`src/rtl/object_encoder_if.sv`:
```
// Point-in / object-out bundle for object_encoder.
// Point side: pt_* endpoint stream with valid/ready plus abort.
// Object side: packed object record with valid/ready and a reserved-shape error pulse.
interface object_encoder_if;
    logic [10:0] pt_x_in;
    logic [9:0]  pt_y_in;
    logic [1:0]  shape_in;
    logic        is_static_in;
    logic        pt_valid_in;
    logic        pt_ready_out;
    logic        abort_in;
    logic [15:0] pos_x_out;
    logic [15:0] pos_y_out;
    logic [47:0] params_out;
    logic [1:0]  shape_out;
    logic        is_static_out;
    logic        obj_valid_out;
    logic        obj_ready_in;
    logic        error_out;

    // Encoder side
    modport slave (
        input  pt_x_in, pt_y_in, shape_in, is_static_in, pt_valid_in, abort_in, obj_ready_in,
        output pt_ready_out, pos_x_out, pos_y_out, params_out, shape_out, is_static_out,
        output obj_valid_out, error_out
    );

    // Producer / consumer side
    modport master (
        output pt_x_in, pt_y_in, shape_in, is_static_in, pt_valid_in, abort_in, obj_ready_in,
        input  pt_ready_out, pos_x_out, pos_y_out, params_out, shape_out, is_static_out,
        input  obj_valid_out, error_out
    );
endinterface

```
`src/rtl/object_encoder.sv`:
```
// Packs two clamped screen endpoints plus a shape type into an object record (pos_x, pos_y, params).
// Latency: second endpoint accepted -> one CALC cycle -> object held valid in OUT until obj_ready_in.
// Backpressure: pt_ready_out is low in CALC/OUT, so no new endpoints are taken while an object is pending.
// Ports: clk_in/rst_in (async active-high), bus = object_encoder_if.slave (point stream in, object stream out).
module object_encoder #(
    parameter int SCALE = 6,
    parameter int X_MAX = 1279,
    parameter int Y_MAX = 719
) (
    input  logic               clk_in,
    input  logic               rst_in,
    object_encoder_if.slave    bus
);
    localparam logic [10:0] X_LIM = 11'(X_MAX);
    localparam logic [9:0]  Y_LIM = 10'(Y_MAX);

    typedef enum logic [1:0] {WAIT_P1, WAIT_P2, CALC, OUT} state_t;
    state_t state, state_nxt;

    logic        pt_ready;
    logic [10:0] x_cl, x1, x2;
    logic [9:0]  y_cl, y1, y2;
    logic [1:0]  shp;
    logic        st;
    logic        err_q;
    logic [15:0] pos_x_q, pos_y_q;
    logic [47:0] params_q;
    logic [1:0]  shape_q;
    logic        static_q;

    // Ready is asserted in both point-waiting states, so the handshake reduces to pt_valid_in there.
    logic p1_take, p2_take, p1_reserved;
    assign p1_take     = (state == WAIT_P1) && bus.pt_valid_in;
    assign p1_reserved = p1_take && (bus.shape_in == 2'd3);
    // Abort wins over a coincident second point.
    assign p2_take     = (state == WAIT_P2) && bus.pt_valid_in && !bus.abort_in;

    assign x_cl = (bus.pt_x_in > X_LIM) ? X_LIM : bus.pt_x_in;
    assign y_cl = (bus.pt_y_in > Y_LIM) ? Y_LIM : bus.pt_y_in;

    always_ff @(posedge clk_in or posedge rst_in) begin
        if (rst_in) state <= WAIT_P1;
        else        state <= state_nxt;
    end

    always_comb begin
        state_nxt = state;
        pt_ready  = 1'b0;
        case (state)
            WAIT_P1: begin
                pt_ready = 1'b1;
                if (p1_take && !p1_reserved) state_nxt = WAIT_P2;
            end
            WAIT_P2: begin
                pt_ready = 1'b1;
                if (bus.abort_in)  state_nxt = WAIT_P1;
                else if (p2_take)  state_nxt = CALC;
            end
            CALC: state_nxt = OUT;
            OUT:  if (bus.obj_ready_in) state_nxt = WAIT_P1;
            default: state_nxt = WAIT_P1;
        endcase
    end

    // Packing arithmetic: 17-bit signed, truncated to 16 on output.
    logic signed [16:0] sx1, sx2, sy1, sy2, dx, dy, adx, sumx, sumy;
    logic [15:0]        calc_pos_x, calc_pos_y;
    logic [47:0]        calc_params;

    assign sx1  = $signed({6'd0, x1});
    assign sx2  = $signed({6'd0, x2});
    assign sy1  = $signed({7'd0, y1});
    assign sy2  = $signed({7'd0, y2});
    assign dx   = sx2 - sx1;
    assign dy   = sy2 - sy1;
    assign adx  = dx[16] ? -dx : dx;
    assign sumx = sx1 + sx2;
    assign sumy = sy1 + sy2;

    always_comb begin
        calc_pos_x  = {5'd0, x1};
        calc_pos_y  = {6'd0, y1};
        calc_params = {16'd0, 5'd0, x2, 6'd0, y2};
        case (shp)
            2'd0: begin
                // Centre is the midpoint in fixed point: (a+b)/2 << SCALE == (a+b) << (SCALE-1).
                calc_pos_x  = 16'(sumx <<< (SCALE - 1));
                calc_pos_y  = 16'(sumy <<< (SCALE - 1));
                calc_params = {32'd0, 16'(adx <<< (SCALE - 1))};
            end
            2'd1: calc_params = {dx[15:0], dy[15:0], 16'd0};
            default: ;
        endcase
    end

    always_ff @(posedge clk_in or posedge rst_in) begin
        if (rst_in) begin
            x1 <= '0; y1 <= '0; x2 <= '0; y2 <= '0;
            shp <= '0; st <= 1'b0; err_q <= 1'b0;
            pos_x_q <= '0; pos_y_q <= '0; params_q <= '0;
            shape_q <= '0; static_q <= 1'b0;
        end else begin
            err_q <= p1_reserved;
            if (p1_take && !p1_reserved) begin
                x1  <= x_cl;
                y1  <= y_cl;
                shp <= bus.shape_in;
                st  <= bus.is_static_in;
            end
            if (p2_take) begin
                x2 <= x_cl;
                y2 <= y_cl;
            end
            if (state == CALC) begin
                pos_x_q  <= calc_pos_x;
                pos_y_q  <= calc_pos_y;
                params_q <= calc_params;
                shape_q  <= shp;
                static_q <= st;
            end
        end
    end

    assign bus.pt_ready_out  = pt_ready;
    assign bus.obj_valid_out = (state == OUT);
    assign bus.error_out     = err_q;
    assign bus.pos_x_out     = pos_x_q;
    assign bus.pos_y_out     = pos_y_q;
    assign bus.params_out    = params_q;
    assign bus.shape_out     = shape_q;
    assign bus.is_static_out = static_q;
endmodule

```
`src/flat_wrapper.sv`:
```
// flat-port wrapper written by rule: the top's interface ports become plain ports
module object_encoder_flat 
#(
    parameter int SCALE = 6,
    parameter int X_MAX = 1279,
    parameter int Y_MAX = 719
)
  (clk_in, rst_in, bus_pt_x_in, bus_pt_y_in, bus_shape_in, bus_is_static_in, bus_pt_valid_in, bus_abort_in, bus_obj_ready_in, bus_pt_ready_out, bus_pos_x_out, bus_pos_y_out, bus_params_out, bus_shape_out, bus_is_static_out, bus_obj_valid_out, bus_error_out);
  object_encoder_if bus_i ();
  input  logic clk_in;
  input  logic rst_in;
  input wire logic [$bits(bus_i.pt_x_in)-1:0] bus_pt_x_in;
  input wire logic [$bits(bus_i.pt_y_in)-1:0] bus_pt_y_in;
  input wire logic [$bits(bus_i.shape_in)-1:0] bus_shape_in;
  input wire logic [$bits(bus_i.is_static_in)-1:0] bus_is_static_in;
  input wire logic [$bits(bus_i.pt_valid_in)-1:0] bus_pt_valid_in;
  input wire logic [$bits(bus_i.abort_in)-1:0] bus_abort_in;
  input wire logic [$bits(bus_i.obj_ready_in)-1:0] bus_obj_ready_in;
  output wire logic [$bits(bus_i.pt_ready_out)-1:0] bus_pt_ready_out;
  output wire logic [$bits(bus_i.pos_x_out)-1:0] bus_pos_x_out;
  output wire logic [$bits(bus_i.pos_y_out)-1:0] bus_pos_y_out;
  output wire logic [$bits(bus_i.params_out)-1:0] bus_params_out;
  output wire logic [$bits(bus_i.shape_out)-1:0] bus_shape_out;
  output wire logic [$bits(bus_i.is_static_out)-1:0] bus_is_static_out;
  output wire logic [$bits(bus_i.obj_valid_out)-1:0] bus_obj_valid_out;
  output wire logic [$bits(bus_i.error_out)-1:0] bus_error_out;
  assign bus_i.pt_x_in = bus_pt_x_in;
  assign bus_i.pt_y_in = bus_pt_y_in;
  assign bus_i.shape_in = bus_shape_in;
  assign bus_i.is_static_in = bus_is_static_in;
  assign bus_i.pt_valid_in = bus_pt_valid_in;
  assign bus_i.abort_in = bus_abort_in;
  assign bus_i.obj_ready_in = bus_obj_ready_in;
  assign bus_pt_ready_out = bus_i.pt_ready_out;
  assign bus_pos_x_out = bus_i.pos_x_out;
  assign bus_pos_y_out = bus_i.pos_y_out;
  assign bus_params_out = bus_i.params_out;
  assign bus_shape_out = bus_i.shape_out;
  assign bus_is_static_out = bus_i.is_static_out;
  assign bus_obj_valid_out = bus_i.obj_valid_out;
  assign bus_error_out = bus_i.error_out;
  object_encoder #(.SCALE(SCALE), .X_MAX(X_MAX), .Y_MAX(Y_MAX)) u_core (.clk_in(clk_in), .rst_in(rst_in), .bus(bus_i));
endmodule
```
`config.mk`:
```
export PLATFORM = sky130hd
export DESIGN_NAME = object_encoder_flat
export DESIGN_NICKNAME = d
export VERILOG_FILES = /design/src/rtl/object_encoder_if.sv /design/src/rtl/object_encoder.sv /design/src/flat_wrapper.sv
export SDC_FILE = /design/constraint.sdc
export NUM_CORES = 1
export LEC_CHECK = 0
export ABC_AREA = 0
export CAP_MARGIN = 10
export CORE_MARGIN = 2
export CORE_UTILIZATION = 50
export CTS_CLUSTER_DIAMETER = 150
export DETAILED_ROUTE_END_ITERATION = 7
export PLACE_DENSITY = 0.73
export SLEW_MARGIN = 25
export SYNTH_ARGS = -nofsm -noshare
export SYNTH_HDL_FRONTEND = slang
export SYNTH_SLANG_ARGS = --single-unit
export TNS_END_PERCENT = 30
```
`constraint.sdc`:
```
create_clock -name clk_in -period 4.85 [get_ports clk_in]
set_input_delay 0.97 -clock clk_in [delete_from_list [all_inputs] [get_ports clk_in]]
set_output_delay 0.97 -clock clk_in [all_outputs]
set_load 0.01 [all_outputs]
```
==> results of run 1 <==
## cell usage after synthesis (3+ instances only)
cell      instances  share of area, %
a22oi_1           4              0.43
or3_1             3              0.27
and3_1           11              0.99
dfrtp_1         123                44
xnor2_1          20               2.5
mux2_2            4              0.65
nand2b_1         14               1.3
a211oi_1          6              0.65
a21o_1            9              0.97
nand4_1           4              0.36
nand2_1         123               6.7
a22o_1           14               1.8
o31ai_1           6              0.65
nor2b_1           4              0.36
o21bai_1          4              0.43
inv_1            48               2.6
clkbuf_1         29               1.6
nor3_1            4              0.29
xor2_1            9               1.1
nor2_1           71               3.8
ha_1             42               7.6
o21ai_1           5              0.36
a21oi_1          62               4.5
o21a_1            4              0.43
buf_1             5              0.27
buf_4            11               1.2
nand3_1          11              0.79
fa_1              4               1.2
o21ai_0          87               6.3
## cells by family (layout without fill, tap and decap cells)
kind of cell | Yosys count | in the layout | share of synthesized area (%)
and+or+nand+nor | 257 | 257 | 16.12
muxes | 5 | 5 | 0.7942
AOI/OAI and AO/OA | 227 | 227 | 20.11
xor gates and xnor gates | 30 | 30 | 3.899
DFF | 123 | 123 | 44.40
adders and majority gates | 46 | 46 | 8.736
buffers and inverters | 96 | 196 | 5.939
## flip-flops by register name, summed over array words and instances, names as in the netlist, named ones only
register	cells
u_core.bus.params_out	40
u_core.y1	10
u_core.state	1
u_core.bus.pos_x_out	16
u_core.y2	10
u_core.bus.shape_out	2
u_core.x1	11
u_core.bus.pos_y_out	16
u_core.shp	2
u_core.bus.error_out	1
u_core.st	1
u_core.x2	11
u_core.bus.is_static_out	1
## final timing paths
| kind | start | slack, ps | to |
|---|---|---|---|
| setup reg to reg | u_core.x2[0] | 1830 | u_core.bus.params_out[15] |
| hold / removal | u_core.bus.params_out[41] | 470 | u_core.bus.params_out[41] |
| hold reg to reg | u_core.bus.params_out[41] | 470 | u_core.bus.params_out[41] |
| min in group asynchronous | rst_in | 1030 | u_core.bus.pos_y_out[9] |
| setup / recovery | u_core.x2[0] | 1830 | u_core.bus.params_out[15] |
| max in group asynchronous | rst_in | 3150 | u_core.x1[0] |
## tightest hold or removal path, cell delays in order (launching register included)
cell and delay (ps):
dfrtp_1 330, nand2_1 50, o21ai_0 60
## report_power, final
part	switching, mW	internal, mW
clock network	0.439	0.836
registers	0.449	1.47
logic	2.57	1.89
total	3.45	4.19
## per-stage QoR
step                utilization, %  power [mW]  hold WS (ps)  cell area, µm²  setup WS, ps
floorplan                        -       4.878         433.1            6932         609.1
global placement             59.18       6.200         461.0            8119          1901
detailed placement           59.20       6.320         467.6            8122          1856
CTS                          63.50       7.616         479.9            8712          1873
global route                 63.54       8.212         498.2            8717          1623
finish                       63.54       7.646         472.9            8717          1832
## routing by layer
layer	vias up	routed length (µm)	part of all wire (%)
li1	2852	-	-
met1	2821	8685	47
met2	213	8371	46
met3	29	936	5.1
met4	0	314	1.7
met5	-	0	0
## placed cells by master (no fill, tap or decap), types with 14 or more instances in the layout
cell / netlist / layout
clkdlybuf4s50_1: 0 / 114
a21oi_1: 62 / 62
clkbuf_16: 0 / 17
nor2_1: 71 / 69
nand2_1: 123 / 123
a22o_1: 14 / 14
ha_1: 42 / 42
xnor2_1: 20 / 20
o21ai_0: 87 / 87
dfrtp_1: 123 / 123
inv_1: 48 / 47
## final cells by class
cell class	count	area share [%]
multi-input combinational	565	39.63
timing repair buffer	118	13.58
sequential	123	35.31
inverter	48	2.124
tap	180	2.584
clock inverter	9	1.378
clock buffer	21	5.397
==> key figures, run 1 <==
Power
  • Static Leak: 3.985 nW
  • Worst vdd ir: roughly 0.00043 V
  • PwrDens: between 800 and 900 nW/µm²

Worst setup path
  • Slowest-stage cell, CP: fa_1
  • CP required: 5180 ps
  • Worst Path Buf+Inv: 1
  • Worst setup SP type: flip-flop
  • Most frequent cell on the critical path: o21ai_0
  • Crit-path cells: inv_1 -> ha_1 -> fa_1 -> nand2b_1 -> a211oi_1 -> o21ai_0 -> a22oi_1 -> a41oi_1 -> xnor2_1 -> o21ai_0
  • Critical path data arrival time: around 3400 ps
  • Critical path peak fanout: 4
  • Worst setup EP type: flip-flop
  • R2R depth: 10
  • CP peak stage delay: 450 ps
  • Worst path depth: 10
  • WS Path Type: flip-flop to flip-flop
  • CP delay by family, top: compound AO/OA/AOI/OAI gates

Clock tree
  • Max clock buf depth: 2
  • Clk slew on worst S/H paths: 50 ps
  • CTS buffer count: 17
  • CTS hold repair buffers: 0
  • Post-CTS setup buffer count: 0
  • Clock sink count: about 120
  • Cts repair resizes: 0
  • H-tree Lvls: 4
  • CTS tree: yes
  • Root Driver: clkbuf_16
  • Worst skew pair latency: 420 ps

Global route
  • Gr usage total: between 20 and 30%
  • Busiest grt layer: met2
  • GR Overflow Total: 0
  • Met3 usage: 4.963%
  • Pin count of the biggest net entering global routing: 75
  • Grt met2 use: 39.25%
  • Vias in the first global route: approximately 5600
  • First-pass GRT wire length: 29150 µm
  • Initial antenna violation count: 0
  • Met1 usage: between 30% and 40%

Min path
  • Min-delay worst type: flip-flop to flip-flop
  • Worst Hold Path Cells: 2

Floorplanning
  • Die width: approximately 120 µm
  • Die Y: 121.7 µm
  • Initial core utilization: 50.52%
  • I/O pins: roughly 120
  • Die footprint: 14820 µm²
  • Core box area: around 14000 µm²
  • Rows: 43

Logic synthesis
  • Mapped Area: 6932 µm²
  • Post-synth EDFFs: 0
  • Synth Instances: 784
  • Flops & latches, synth: 123
  • Syn avg cell area: 8.841 µm²
  • Sequential area share after synthesis: 44.40%
  • Netlist cell types: 61
  • Synth async-reset ratio: 100.0%
  • Yosys warns: 0
  • Top FF cell, synth: dfrtp_1
  • Post-synth net total: ~860

Final layout
  • Layout Area Growth over Synthesis: 25.76%
  • Layout fillers: 1158
  • Ant. Diodes: 0
  • Area occupied by multi-input gates: 3455 µm²
  • Nets: 948
  • Storage element area: between 3000 and 4000 µm²
  • Final Non-Filler Cells: ~1100
  • Share of cells above drive strength 1: 5.882%

Route
  • DRC errors left: 0
  • Post-route ant nets: 0
  • DR vias: 5915
  • DR iter-0 viols: between 400 and 500
  • Vias per cell: 5.559
  • DR WL/cell: 17.21 µm
  • Post-Route WL: ~18000 µm
  • 1st-pass router iterations: 5

Placed design
  • Inst Count DP: 1034
  • Placer Congestion: around 0.9
  • Hpwl dp: ~14000 µm
  • # port buffers: approximately 110

Status
  • Status: finished, final reports clean

STA
  • RSZ-0062 raised after global routing: false
  • Max-Slew Margin vs Limit: 33.60%
  • Fin Setup TNS: 0 ps
  • Final count of pins violating max slew: 0
  • Final setup skew: 8.686 ps
  • Period minus WS final: 3018 ps
  • Fmax: 331.3 MHz
  • Fin crit share: 62.23%
  • Measured slew at the worst slew-check pin: between 900 and 1000 ps
  • # setup viols final: 0
  • Hold Vio Cnt, Final: 0

Flow run
  • Maxcap violations: 0
(Power assumes the default switching activity.)
==> run 2, diff against run 1 <==
--- a/config.mk
+++ b/config.mk
@@ -8,10 +8,10 @@
 export ABC_AREA = 0
 export CAP_MARGIN = 10
 export CORE_MARGIN = 2
-export CORE_UTILIZATION = 50
+export CORE_UTILIZATION = 49
 export CTS_CLUSTER_DIAMETER = 150
 export DETAILED_ROUTE_END_ITERATION = 7
-export PLACE_DENSITY = 0.73
+export PLACE_DENSITY = 0.74
 export SLEW_MARGIN = 25
 export SYNTH_ARGS = -nofsm -noshare
 export SYNTH_HDL_FRONTEND = slang
==> constraint.sdc (replaced) <==
create_clock -name clk_in -period 2.7 [get_ports clk_in]
set_input_delay 0.54 -clock clk_in [delete_from_list [all_inputs] [get_ports clk_in]]
set_output_delay 0.54 -clock clk_in [all_outputs]
set_load 0.01 [all_outputs]
==> run 2 against run 1 <==
Global-route usage grew 0.073 points. Register-to-register slack lost 1700 ps. Cell count grew 2.1%. Worst hold slack is essentially flat.
==> key figures, run 2 (synthesis results as in run 1) <==
Final layout
  • Fin util: between 60% and 70%
  • Nets: slightly below 1000
  • Most frequent cells in the layout: nand2_1 (123), dfrtp_1 (123), clkdlybuf4s50_1 (114)
  • Share of cells above drive strength 1: 9.272%
  • Layout fillers: 1118
  • Max reg flops: 40
  • Ant. Diodes: 0
  • Layout Area Growth over Synthesis: 29.21%
  • Final Non-Filler Cells: 1086
  • Area occupied by multi-input gates: 3526 µm²
  • Final instance area: 8956 µm²
  • Storage element area: 3078 µm²

Power
  • P_int: 7.874 mW
  • Sw frac: 44.73%
  • Register share of total power: 23.7%
  • Worst vdd ir: 0.0005892 V
  • Gate power share: 60.3%
  • PwrDens: 1590 nW/µm²
  • Static Leak: approximately 4 nW
  • Psw: between 6 and 7 mW
  • Clk pwr share: 16.0%

STA
  • Final setup skew: 5.431 ps
  • Max-Slew Margin vs Limit: 55.52%
  • RSZ-0062 raised after global routing: true
  • Fin crit share: between 90% and 100%
  • Hold Vio Cnt, Final: 0
  • # setup viols final: 0
  • Post-route setup slack: 108.7 ps
  • Final count of pins violating max slew: 0
  • Period minus WS final: 2591 ps
  • Measured slew at the worst slew-check pin: 667.3 ps
  • Fmax: 385.9 MHz
  • Fin Setup TNS: 0 ps

Floorplanning
  • I/O pins: 115
  • Die Y: 122.9 µm
  • Die footprint: 15110 µm²
  • Rows: 43
  • Die width: roughly 120 µm
  • Initial core utilization: 50.13%
  • Core box area: 13830 µm²

Clock tree
  • Clk slew on worst S/H paths: 50 ps
  • Root Driver: clkbuf_16
  • CTS buffer count: 17
  • H-tree Lvls: 4
  • Max clock buf depth: 2
  • CTS tree: yes
  • CTS hold repair buffers: 0
  • Clock sink count: 123
  • Worst skew pair latency: 420 ps
  • Post-CTS setup buffer count: 0

Route
  • 1st-pass router iterations: 6
  • Post-Route WL: 18370 µm
  • Post-route ant nets: 0
  • Vias per cell: 5.483
  • DR WL/cell: 16.91 µm
  • DR vias: 5954
  • DRC errors left: 0
  • DR iter-0 viols: 406

Placed design
  • Placer Congestion: 0.9180
  • Placed Area: 8290 µm²
  • Hpwl dp: about 14000 µm
  • DP Worst Slack: around 13 ps
  • Inst Count DP: 1055
  • # port buffers: 114

Worst setup path
  • CP required: 2980 ps
  • RR Endpoint: u_core.bus.params_out[15]
  • Worst Setup EP: u_core.bus.params_out[15]
  • WS Path Type: flip-flop to flip-flop
  • FF-to-FF setup slack: between 100 and 150 ps
  • R2R depth: 9
  • Crit Reg-Reg Startpoint: u_core.x1[0]
  • Worst setup SP type: flip-flop
  • Critical path data arrival time: 2870 ps
  • Worst setup EP type: flip-flop
  • Critical path peak fanout: 4
  • Crit. Startpoint: u_core.x1[0]

Global route
  • First-pass GRT wire length: 29550 µm
  • Initial antenna violation count: 0
  • GR Overflow Total: 0
  • Vias in the first global route: 5655
  • Pin count of the biggest net entering global routing: 124
  • Gr usage total: roughly a quarter

Min path
  • Min-delay worst type: flip-flop to flip-flop

Flow run
  • Maxcap violations: 0

Status
  • Status: finished, final reports clean
[run 2: cell count changes in the layout (fill, tap and decap cells not counted), sizes merged]
cell | before | now
buf | 4 | 25
inv | 48 | 47
clkinvlp | 0 | 2
bufinv | 3 | 2
clkinv | 6 | 4
clkbuf | 21 | 24
[run 2: stage by stage]
stage	power, mW	hold WS (ps)
after floorplan	8.763	433.1
after global placement	11.48	461.1
after detailed placement	11.64	466.5
after CTS	13.99	479.0
after global routing	15.40	501.7
final	14.24	472.8
[run 2: layout make-up]
cell class              count  area share, %
clock buffers              24          5.602
inverters                  48          2.054
flip-flops and latches    123          34.37
well taps                 180          2.515
clock inverters             7         0.9779
multi-input cells         565          39.37
repair buffers            139          15.12
[run 2: critical path: stages, from the launching register on]
cell and delay, ps:
dfrtp_1 410, ha_1 220, fa_1 530, ha_1 200
nand3b_1 90, mux2_2 320, nor4_4 280, a41oi_1 170
xnor2_1 160, o21ai_1 70
[run 2: how the worst min path moves through the flow]
stage                                          from                        end  slack [ps]  cells past startpoint
after floorplan                           u_core.st   u_core.bus.is_static_out         430                      2
after CTS                   u_core.bus.shape_out[1]    u_core.bus.shape_out[1]         480                      2
after detailed placement    u_core.bus.shape_out[1]    u_core.bus.shape_out[1]         470                      2
after global routing       u_core.bus.pos_x_out[12]   u_core.bus.pos_x_out[12]         500                      2
after global placement      u_core.bus.shape_out[0]    u_core.bus.shape_out[0]         460                      2
final                     u_core.bus.params_out[37]  u_core.bus.params_out[37]         470                      2
[run 2: timing repair]
item	4_1_cts	5_1_grt
pin swaps	0	1
endpoints found under the setup margin	1	10
resized for setup	1	15
[run 2: power groups by stage]
stage               combinational [mW]  clock, mW  sequential (mW)
floorplan                         5.40          0             3.37
global placement                  8.13          0             3.35
detailed placement                8.26          0             3.38
CTS                               8.33       2.30             3.36
global route                      9.54       2.38             3.48
finish                            8.59       2.28             3.37
[run 2: routing by layer]
metal | GRT usage, % | share of wire [%] | vias up
li1 | - | - | 2886
met1 | 37.24 | 48 | 2840
met2 | 38.60 | 45 | 194
met4 | 9.986 | 2.2 | 0
met3 | 4.520 | 5.3 | 34
met5 | 0 | 0 | -
==> run 3, diff against run 2 <==
--- a/config.mk
+++ b/config.mk
@@ -8,10 +8,12 @@
 export ABC_AREA = 0
 export CAP_MARGIN = 10
 export CORE_MARGIN = 2
-export CORE_UTILIZATION = 49
+export CORE_UTILIZATION = 30
 export CTS_CLUSTER_DIAMETER = 150
+export CTS_CLUSTER_SIZE = 8
 export DETAILED_ROUTE_END_ITERATION = 7
-export PLACE_DENSITY = 0.74
+export GPL_ROUTABILITY_DRIVEN = 0
+export PLACE_DENSITY = 0.49
 export SLEW_MARGIN = 25
 export SYNTH_ARGS = -nofsm -noshare
 export SYNTH_HDL_FRONTEND = slang
==> run 3 against run 2 <==
First-iteration DRC count down 6.2%. Via count shrank 3.8%. Combinational power grew 0.5%. Cell count grew 9.9%. Count of clock-buffer cells in the layout down 1. Global-route usage fell by 8.4 points. Flip-flop and latch count stayed put. Critical endpoint unchanged. Largest power group unchanged.
==> key figures, run 3 (synthesis results as in run 1) <==
Worst setup path
  • Critical path peak fanout: 3
  • Worst setup EP type: flip-flop
  • Most frequent cell on the critical path: ha_1
  • Slowest-stage cell, CP: fa_1
  • CP peak stage delay: 520 ps
  • Crit-path cells: inv_1 -> ha_1 -> fa_1 -> ha_1 -> nand3b_1 -> mux2_2 -> nor4_2 -> a41oi_1 -> xnor2_1 -> o21ai_0
  • RR Endpoint: u_core.bus.params_out[15]
  • WS Path Type: flip-flop to flip-flop
  • Worst setup SP type: flip-flop
  • Critical path data arrival time: 2970 ps
  • Worst Path Buf+Inv: 1
  • R2R depth: 10
  • Crit Reg-Reg Startpoint: u_core.x2[0]
  • FF-to-FF setup slack: a little under 70 ps
  • CP delay by family, top: adder cells
  • CP required: 3040 ps

Floorplanning
  • Core box area: 22640 µm²
  • Die width: between 150 and 200 µm
  • Rows: 55
  • Initial core utilization: 30.62%
  • I/O pins: 115
  • Die Y: 156.0 µm
  • Die footprint: 24340 µm²

Clock tree
  • Worst skew pair latency: 420 ps
  • H-tree Lvls: 4
  • Root Driver: clkbuf_16
  • CTS buffer count: 17
  • CTS tree: yes
  • Max clock buf depth: 2
  • Clock sink count: 123
  • Post-CTS setup buffer count: 0
  • Clk slew on worst S/H paths: 50 ps

Route
  • DR vias: 5728
  • DR iter-0 viols: 381
  • Post-Route WL: 20210 µm
  • 1st-pass router iterations: 5
  • DRC errors left: 0
  • Post-route ant nets: 0
  • Vias per cell: 4.797
  • DR WL/cell: 16.92 µm

Placed design
  • Inst Count DP: 1164
  • Hpwl dp: 14970 µm
  • DP Worst Slack: 7.266 ps
  • # port buffers: 114

Power
  • PwrDens: 1569 nW/µm²
  • Worst vdd ir: 0.0005083 V
  • Static Leak: 4.114 nW
  • Total power: 14.27 mW

STA
  • Fin crit share: 97.46%
  • Measured slew at the worst slew-check pin: 700.7 ps
  • Final count of pins violating max slew: 0
  • Fmax: 380.0 MHz
  • Hold Vio Cnt, Final: 0
  • RSZ-0062 raised after global routing: true
  • # setup viols final: 0
  • Final setup skew: 9.664 ps
  • Max-Slew Margin vs Limit: 53.29%
  • Period minus WS final: 2631 ps
  • Post-route setup slack: 68.64 ps

Global route
  • Vias in the first global route: 5707
  • Initial antenna violation count: 0
  • Gr usage total: between 15 and 20%
  • Pin count of the biggest net entering global routing: 124
  • GR Overflow Total: 0
  • First-pass GRT wire length: 32410 µm

Final layout
  • Layout fillers: 2277
  • Final Non-Filler Cells: ~1200
  • Layout Area Growth over Synthesis: 31.25%
  • Most frequent cells in the layout: nand2_1 (123), dfrtp_1 (123), clkdlybuf4s50_1 (114)
  • Ant. Diodes: 0
  • Max reg flops: 40
  • Nets: 973
  • Fin util: 40.18%
  • Storage element area: 3078 µm²
  • Area occupied by multi-input gates: around 3500 µm²
  • Share of cells above drive strength 1: 9.461%

Min path
  • Min-delay worst type: flip-flop to flip-flop
  • Worst Hold Path Cells: 2
  • Hold path endpoint: u_core.bus.pos_y_out[7]
  • HP Start: u_core.bus.pos_y_out[7]

Status
  • Status: finished, final reports clean

Flow run
  • Maxcap violations: 0
-- run 3: changes by cell type in the layout (fill, tap and decap cells not counted), moves of 2 or more --
cell / before / now
buf_4: 23 / 27
clkbuf_1: 2 / 0
o21ai_0: 85 / 83
o21ai_1: 6 / 8
-- run 3: worst max-delay path by stage --
stage / from / to / cells after the start
after floorplan: u_core.x2[0] / u_core.bus.params_out[15] / 10
after global placement: u_core.x2[0] / u_core.bus.params_out[15] / 10
after detailed placement: u_core.x2[0] / u_core.bus.params_out[14] / 10
after CTS: u_core.x2[0] / u_core.bus.params_out[15] / 10
after global routing: u_core.x2[0] / u_core.bus.params_out[15] / 10
final: u_core.x2[0] / u_core.bus.params_out[15] / 10
-- run 3: layer usage --
layer  wire length [µm]  GRT usage [%]
met5                  0              0
met4                322          5.810
met1              10530          26.23
met3                822          3.083
met2               8534          24.91
-- run 3: final cells by class --
type	count	area share, %
Inverter	48	2.022
Tap cell	285	3.920
Clock buffer	23	5.584
Sequential cell	123	33.83
Clock inverter	7	0.9627
Timing Repair Buffer	143	15.21
Multi-Input combinational cell	565	38.47
-- run 3: worst register-to-register path, cell delays in order, from the launching register on --
cell	delay, ps
dfrtp_1	350
inv_1	50
ha_1	220
fa_1	520
ha_1	200
nand3b_1	80
mux2_2	300
nor4_2	340
a41oi_1	200
xnor2_1	150
o21ai_0	140
-- run 3: what timing repair did --
action	in CTS	in global routing
resized for setup	0	14
endpoints found under the setup margin	0	11
hold buffers	0	0
-- run 3: through the flow --
| stage | TNS, ps | hold slack, ps | area, µm² |
|---|---|---|---|
| finish | 0 | 473.6 | 9097 |
| detailed placement | 0 | 470.0 | 8452 |
| global placement | 0 | 463.2 | 8452 |
| floorplan | 0 | 433.1 | 6935 |
| global route | -202.0 | 510.9 | 9097 |
| CTS | 0 | 481.4 | 9047 |
-- run 3: power breakdown --
group	leakage (nW)	internal (mW)	switching (mW)	total [mW]
Combinational	2.26	3.73	4.90	8.63
Sequential	1.56	2.64	0.690	3.33
Clock	0.297	1.49	0.829	2.32
Total	4.11	7.85	6.42	14.3
